File: config.mk
export PLATFORM = sky130hd
export DESIGN_NAME = neuron_weight_loader
export DESIGN_NICKNAME = d
export VERILOG_FILES = /design/src/rtl/neuron_weight_loader.sv
export SDC_FILE = /design/constraint.sdc
export NUM_CORES = 1
export LEC_CHECK = 0
export CORE_UTILIZATION = 43
export CTS_BUF_LIST = sky130_fd_sc_hd__clkbuf_4
export DETAILED_ROUTE_END_ITERATION = 12
export GPL_ROUTABILITY_DRIVEN = 0
export HOLD_SLACK_MARGIN = 0.06
export PLACE_DENSITY = 0.88
export SYNTH_ARGS = -nofsm -noshare
export SYNTH_HDL_FRONTEND = slang
export SYNTH_SLANG_ARGS = --single-unit
File: constraint.sdc
create_clock -name clk_i -period 1.4 [get_ports clk_i]
set_clock_uncertainty 0.1 [all_clocks]
set_input_delay 0.42 -clock clk_i [delete_from_list [all_inputs] [get_ports clk_i]]
set_output_delay 0.42 -clock clk_i [all_outputs]
set_load 0.02 [all_outputs]
File: src/rtl/neuron_weight_loader.sv
// Streams one layer of weight words into the per-neuron memories: neuron 0 addresses 0..2**depth-1 first, then neuron 1, and so on.
// Optional WEIGHT_LOADER_CHECKSUM_EN adds checksum_o, a 16-bit running sum of the accepted words.
module neuron_weight_loader #(
    parameter int depth       = 3,
    parameter int width       = 8,
    parameter int num_neurons = 4
) (
    input  logic                   clk_i,
    input  logic                   reset_n_i,
    input  logic                   start_i,
    input  logic                   abort_i,
    input  logic [width-1:0]       data_i,
    input  logic                   valid_i,
    output logic                   ready_o,
    output logic [depth-1:0]       addr_o,
    output logic [width-1:0]       data_o,
    output logic [num_neurons-1:0] wen_o,
    output logic                   busy_o,
    output logic                   done_o
`ifdef WEIGHT_LOADER_CHECKSUM_EN
    ,
    output logic [15:0]            checksum_o
`endif
);

    localparam int NCNT_W = (num_neurons > 1) ? $clog2(num_neurons) : 1;
    localparam logic [depth-1:0]  ADDR_LAST   = {depth{1'b1}};
    localparam logic [NCNT_W-1:0] NEURON_LAST = NCNT_W'(num_neurons - 1);

    typedef enum logic [1:0] {
        S_IDLE = 2'd0,
        S_LOAD = 2'd1,
        S_DONE = 2'd2
    } state_t;

    state_t                   state_q, state_d;
    logic [depth-1:0]         addr_cnt_q, addr_cnt_d;
    logic [NCNT_W-1:0]        neuron_cnt_q, neuron_cnt_d;
    logic [depth-1:0]         addr_q, addr_d;
    logic [width-1:0]         data_q, data_d;
    logic [num_neurons-1:0]   wen_q, wen_d;
    logic                     accept;

    // abort_i masks ready so an abort-cycle word is never taken
    assign ready_o = (state_q == S_LOAD) && !abort_i;
    assign accept  = valid_i && ready_o;

    always_comb begin
        state_d      = state_q;
        addr_cnt_d   = addr_cnt_q;
        neuron_cnt_d = neuron_cnt_q;
        case (state_q)
            S_IDLE: begin
                if (start_i) begin
                    state_d      = S_LOAD;
                    addr_cnt_d   = '0;
                    neuron_cnt_d = '0;
                end
            end
            S_LOAD: begin
                if (abort_i) begin
                    state_d = S_IDLE;
                end else if (accept) begin
                    addr_cnt_d = addr_cnt_q + 1'b1;
                    if (addr_cnt_q == ADDR_LAST) begin
                        if (neuron_cnt_q == NEURON_LAST) begin
                            neuron_cnt_d = '0;
                            state_d      = S_DONE;
                        end else begin
                            neuron_cnt_d = neuron_cnt_q + 1'b1;
                        end
                    end
                end
            end
            S_DONE:  state_d = S_IDLE;
            default: state_d = S_IDLE;
        endcase
    end

    generate
        for (genvar gi = 0; gi < num_neurons; gi++) begin : g_wen
            assign wen_d[gi] = accept && (neuron_cnt_q == NCNT_W'(gi));
        end
    endgenerate

    // Address/data hold their last written values between writes
    assign addr_d = accept ? addr_cnt_q : addr_q;
    assign data_d = accept ? data_i : data_q;

    always_ff @(posedge clk_i or negedge reset_n_i) begin
        if (!reset_n_i) begin
            state_q      <= S_IDLE;
            addr_cnt_q   <= '0;
            neuron_cnt_q <= '0;
            addr_q       <= '0;
            data_q       <= '0;
            wen_q        <= '0;
        end else begin
            state_q      <= state_d;
            addr_cnt_q   <= addr_cnt_d;
            neuron_cnt_q <= neuron_cnt_d;
            addr_q       <= addr_d;
            data_q       <= data_d;
            wen_q        <= wen_d;
        end
    end

    assign addr_o = addr_q;
    assign data_o = data_q;
    assign wen_o  = wen_q;
    assign busy_o = (state_q == S_LOAD);
    assign done_o = (state_q == S_DONE);

`ifdef WEIGHT_LOADER_CHECKSUM_EN
    logic [15:0] checksum_q, checksum_d;

    always_comb begin
        checksum_d = checksum_q;
        if (state_q == S_IDLE && start_i) begin
            checksum_d = '0;
        end else if (accept) begin
            checksum_d = checksum_q + 16'(data_i);
        end
    end

    always_ff @(posedge clk_i or negedge reset_n_i) begin
        if (!reset_n_i) begin
            checksum_q <= '0;
        end else begin
            checksum_q <= checksum_d;
        end
    end

    assign checksum_o = checksum_q;
`endif

endmodule

## Yosys cells after proc, flatten, opt, wreduce, memory -nomap -nowiden

Index checks and enable logic that the tools add are counted.

- Bitwise operators: 0
- Add/subtract/negate cells: 2
- Order comparisons: 0
- Multipliers: 0
- Div/mod/pow operators: 0
- Reduce and logical (&&, ||, !) cells: 13
- Eq/ne operators: 13
- Shift operators: 0
- Multiplexer cells: 16

Operators with widths:

| kind | number |
|---|---|
| 2-to-1 mux 2 bit | 10 |
| 2-to-1 mux 3 bit | 3 |
| != test 3 x 2 -> 1 bit, second input constant | 3 |
| case mux 2 bit (2 select lines) | 2 |
| AND reduction 4 bit | 2 |
| == test 2 bit, second input constant | 3 |
| logical AND 1 bit | 6 |
| case mux 3 bit (2 select lines) | 1 |
| AND reduction 5 bit | 1 |
| == test 2 x 1 -> 1 bit, second input constant | 2 |
| logical NOT 2 bit | 2 |
| != test 2 x 1 -> 1 bit, second input constant | 2 |
| != test 2 bit, second input constant | 2 |
| adder 3 x 1 -> 3 bit, second input constant | 1 |
| == test 3 bit, second input constant | 1 |
| adder 2 x 1 -> 2 bit, second input constant | 1 |
| nonzero test 2 bit | 1 |
| logical NOT 1 bit | 1 |

- Bits in writable memories: 0
- Register bits: 22
- Logic and storage cells: 50
- Latch bits: 0
- Memory bits (read-only): 0
- Memories: 0
- Bits of input ports: 13
- Output and inout bits: 18

## Depth between registers and ports, before layout

Gate-level depths: netlist of run 1.

- Depth after elaboration: 6
- Mapped depth: 5
- Mapped depth without buffers: 5

## Worst setup path before layout of run 1

OpenSTA, ideal clock, no wires.

- Path type: register -> output
- Start: register state_q[1]
- End: output ready_o
- Path slack: -268 ps
- Data required time: 880 ps
- Arrival time: 1148 ps
- Path buffers: 1
- Stages on the path, launching flop included: 4
- Cells stage by stage: dfrtp_1 > buf_6 > and2b_1 > nor2b_1

- Cells in the longest elaborated chain, start to end: 2

RTL lines:

| element | line | text |
|---|---|---|
| start: declaration | 36 | `state_t state_q, state_d;` |
| start signal: assignment | 99 | `state_q <= state_d;` |
| == test 2 x 1 -> 1 bit | n/a |  |
| named net busy_o | 18 | `output logic busy_o,` |
| logical AND 1 bit | 45 | `assign ready_o = (state_q == S_LOAD) && !abort_i;` |
| end: declaration | 14 | `output logic ready_o,` |

The timed path passes the listed nets, and every way through them passes these cells.

## Worst setup path after layout of run 1

- Start: register state_q[0]
- End: output ready_o

- Cells in the longest elaborated chain, start to end: 2

RTL lines:

| element | line |
|---|---|
| == test 2 x 1 -> 1 bit | 45 |
| logical AND 1 bit | 45 |

No other way between the ends.

==> results of run 1 <==
worst max-delay path, stage by stage (launching register included):
cell and delay [ps]:
dfrtp_1 400, and2b_2 210, nor2b_4 120, buf_6 120
kinds of logic after synthesis:
logic type | share of synthesized area [%]
DFF | 55.0
and+or+nand+nor | 12.1
adders and majority gates | 7.50
buffers and inverters | 5.37
muxes | 14.6
AOI/OAI and AO/OA | 5.38
flip-flops by register name, indices dropped and copies added (netlist names):
| signal | cells |
|---|---|
| state_q | 2 |
| wen_o | 4 |
| addr_cnt_q | 3 |
| neuron_cnt_q | 2 |
| data_o | 8 |
| addr_o | 3 |
Yosys cell counts:
master     count
or4_1          1
inv_1          3
nor4b_1        1
mux2_2         9
buf_8          1
nor3b_1        1
buf_6          2
a22o_1         2
ha_1           6
o211a_1        1
nand3_1        2
nor2_1         3
and4bb_1       1
a221o_1        1
o211ai_1       1
and2_1         4
buf_2          1
and2b_1        1
mux2_4         3
nand2_1        1
nor2b_1        3
a2bb2oi_1      1
nand4b_1       1
dfrtp_1       22
area by class of cell:
cell class / instances / area (sq um)
fill: 165 / 694
sequential: 22 / 551
clock inverter: 1 / 3.75
inverter: 3 / 11.3
multi-input combinational: 43 / 454
timing repair buffer: 50 / 440
tap: 28 / 35.0
clock buffer: 3 / 22.5
power by group:
part           switching (mW)  total [mW]  internal (mW)
registers              0.0651       0.802          0.737
clock network           0.181       0.286          0.104
logic                   0.258       0.607          0.349
total                   0.505        1.69           1.19
worst max-delay path by stage:
| stage | start | endpoint | slack (ps) | cells after the start |
|---|---|---|---|---|
| 5_1_grt | state_q[0]$_DFFE_PN0P_ | ready_o | -340 | 3 |
| 6_report | state_q[0]$_DFFE_PN0P_ | ready_o | -280 | 3 |
| 4_1_cts | state_q[0]$_DFFE_PN0P_ | ready_o | -300 | 3 |
| 3_3_place_gp | abort_i | ready_o | -720 | 3 |
| 3_5_place_dp | abort_i | ready_o | -730 | 3 |
| 2_1_floorplan | state_q[1]$_DFFE_PN0P_ | data_o[3]$_DFFE_PN0P_ | -100 | 5 |
layer usage:
layer  wire, um  up-vias  global-route usage [%]
met5          0        -                       0
met4         55        0                    11.0
met3        110        7                    3.64
met2       1100       25                    31.1
met1        768      352                    17.2
li1           -      349                       -
timing repair:
item                                    in CTS  in global routing
gates resized for setup                     82                 16
pin swaps                                    3                  1
hold buffers                                 0                  0
endpoints found under the setup margin      38                 32
gates cloned                                 0                  0
buffers inserted                             3                  3
==> summary.txt, run 1 <==
Worst setup path
  • Worst r2r src: state_q[1]$_DFFE_PN0P_
  • R2R Setup Slk: -230 ps
  • Worst R2R Path Depth: 4
  • Critical path endpoint category: output pin
  • Required time of the critical path: 880 ps
  • Arr. time, crit path: 1160 ps
  • Critical Path Fanout Max: 3
  • Worst Setup Path Type: reg2out
  • Worst setup SP type: flop
  • RR Endpoint: data_o[1]$_DFFE_PN0P_

Clock network
  • Maximum clock path buffer count: 2
  • Clk pin slew, worst setup/hold paths: 110 ps
  • CTS tree: yes
  • Root Buffer: clkbuf_4
  • CTS Buf Count: 3
  • Later-pin clock latency in the skew report: 310 ps
  • Sink Count: 22
  • Htree depth: 1

Floorplan
  • Io pins: 31
  • Die area: 2520 sq um
  • Row Count: 17
  • Starting density of the core: 45.2%
  • Die X-Extent: 50.2 um
  • Die Y: 50.2 um
  • Core area: 2210 sq um

Drt
  • Final wirelength: 2.03 mm
  • WL/cell: 13.6 um
  • Avg Vias per Cell: 4.89
  • Final ANT Viol Nets: 0
  • DRC violations left: 0
  • Drt initial violations: 2
  • First-pass DRT Iterations: 2
  • Routed vias: 733

Placement
  • PortBufs: 30
  • DP Wirelength: 1.44 mm
  • Dpl ws: -729 ps
  • Placed cell count: 140
  • Placed Area: 1450 sq um

Global routing
  • Gr usage total: 17.0%
  • Global route overflow: 0
  • Largest net degree at the start of global routing: 23
  • Initial antenna violation count: 0
  • First-pass GRT wire length: 3.08 mm
  • Vias in the first global route: 733

Cells and area
  • Most common cell after layout, fill and taps aside: dfrtp_1
  • Area growth syn-to-layout: 51.6%
  • Post-Layout Cell Count: 150
  • Util after Layout: 68.6%
  • Layout cells sized above 1: 50.0%
  • Post-route cell area: 1520 sq um
  • Final nets: 142
  • Most frequent cells in the layout: 22 x dfrtp_1, 18 x buf_4, 11 x clkdlybuf4s50_1
  • Antenna Cells: 0

STA
  • Final Cycle Share: 120%
  • RSZ-0062 raised after global routing: yes
  • Min Tclk post-route: 1680 ps
  • Hold Vio Cnt, Final: 0
  • Top achievable clock speed: 594 MHz
  • Setup violators final: 23
  • Sum Neg Setup Slack: -3920 ps
  • Max Slew Vio Count: 0
  • Measured slew at the worst slew-check pin: 213 ps
  • PnR worst setup slack: -284 ps
  • Worst hold slack: 342 ps
  • Max-slew headroom: 85.8%

Synthesis
  • Syn Nets: 91
  • Distinct cells, synth: 24
  • Sequential element share of the synthesized area: 55.0%
  • Leading area contributor after synthesis: dfrtp_1
  • Seq cells post-synth: 22
  • Avg Cell Area, Syn: 13.9 sq um
  • Post-synthesis cell count: 72
  • Yosys warns: 0
  • Post-Syn Area: 1000 sq um
  • Synth top area share: 55.0%
  • Synth top area cells: dfrtp_1 55%, mux2_2 10%, ha_1 7.5%, mux2_4 4.5%, and2_1 2.5%

Status
  • Failing checks: negative setup slack
  • Status: complete, but fails checks

Min path
  • Worst min path class: in2async

Power and ir drop
  • Static leakage: 0.749 nW
  • PD cells: 1120 nW/um^2
  • Worst IR Drop VDD: 0.00101 V
  • Tot Pwr: 1.69 mW

Flow run
  • Max-capacitance violation count: 0
Note: power is estimated with default switching activity, not from simulation.
==> inputs of run 2 (changes only) <==
Settings changed: TNS_END_PERCENT from default to 100.
==> results of run 2 <==
Final layout, timing and power as in run 1 (identical DEF).
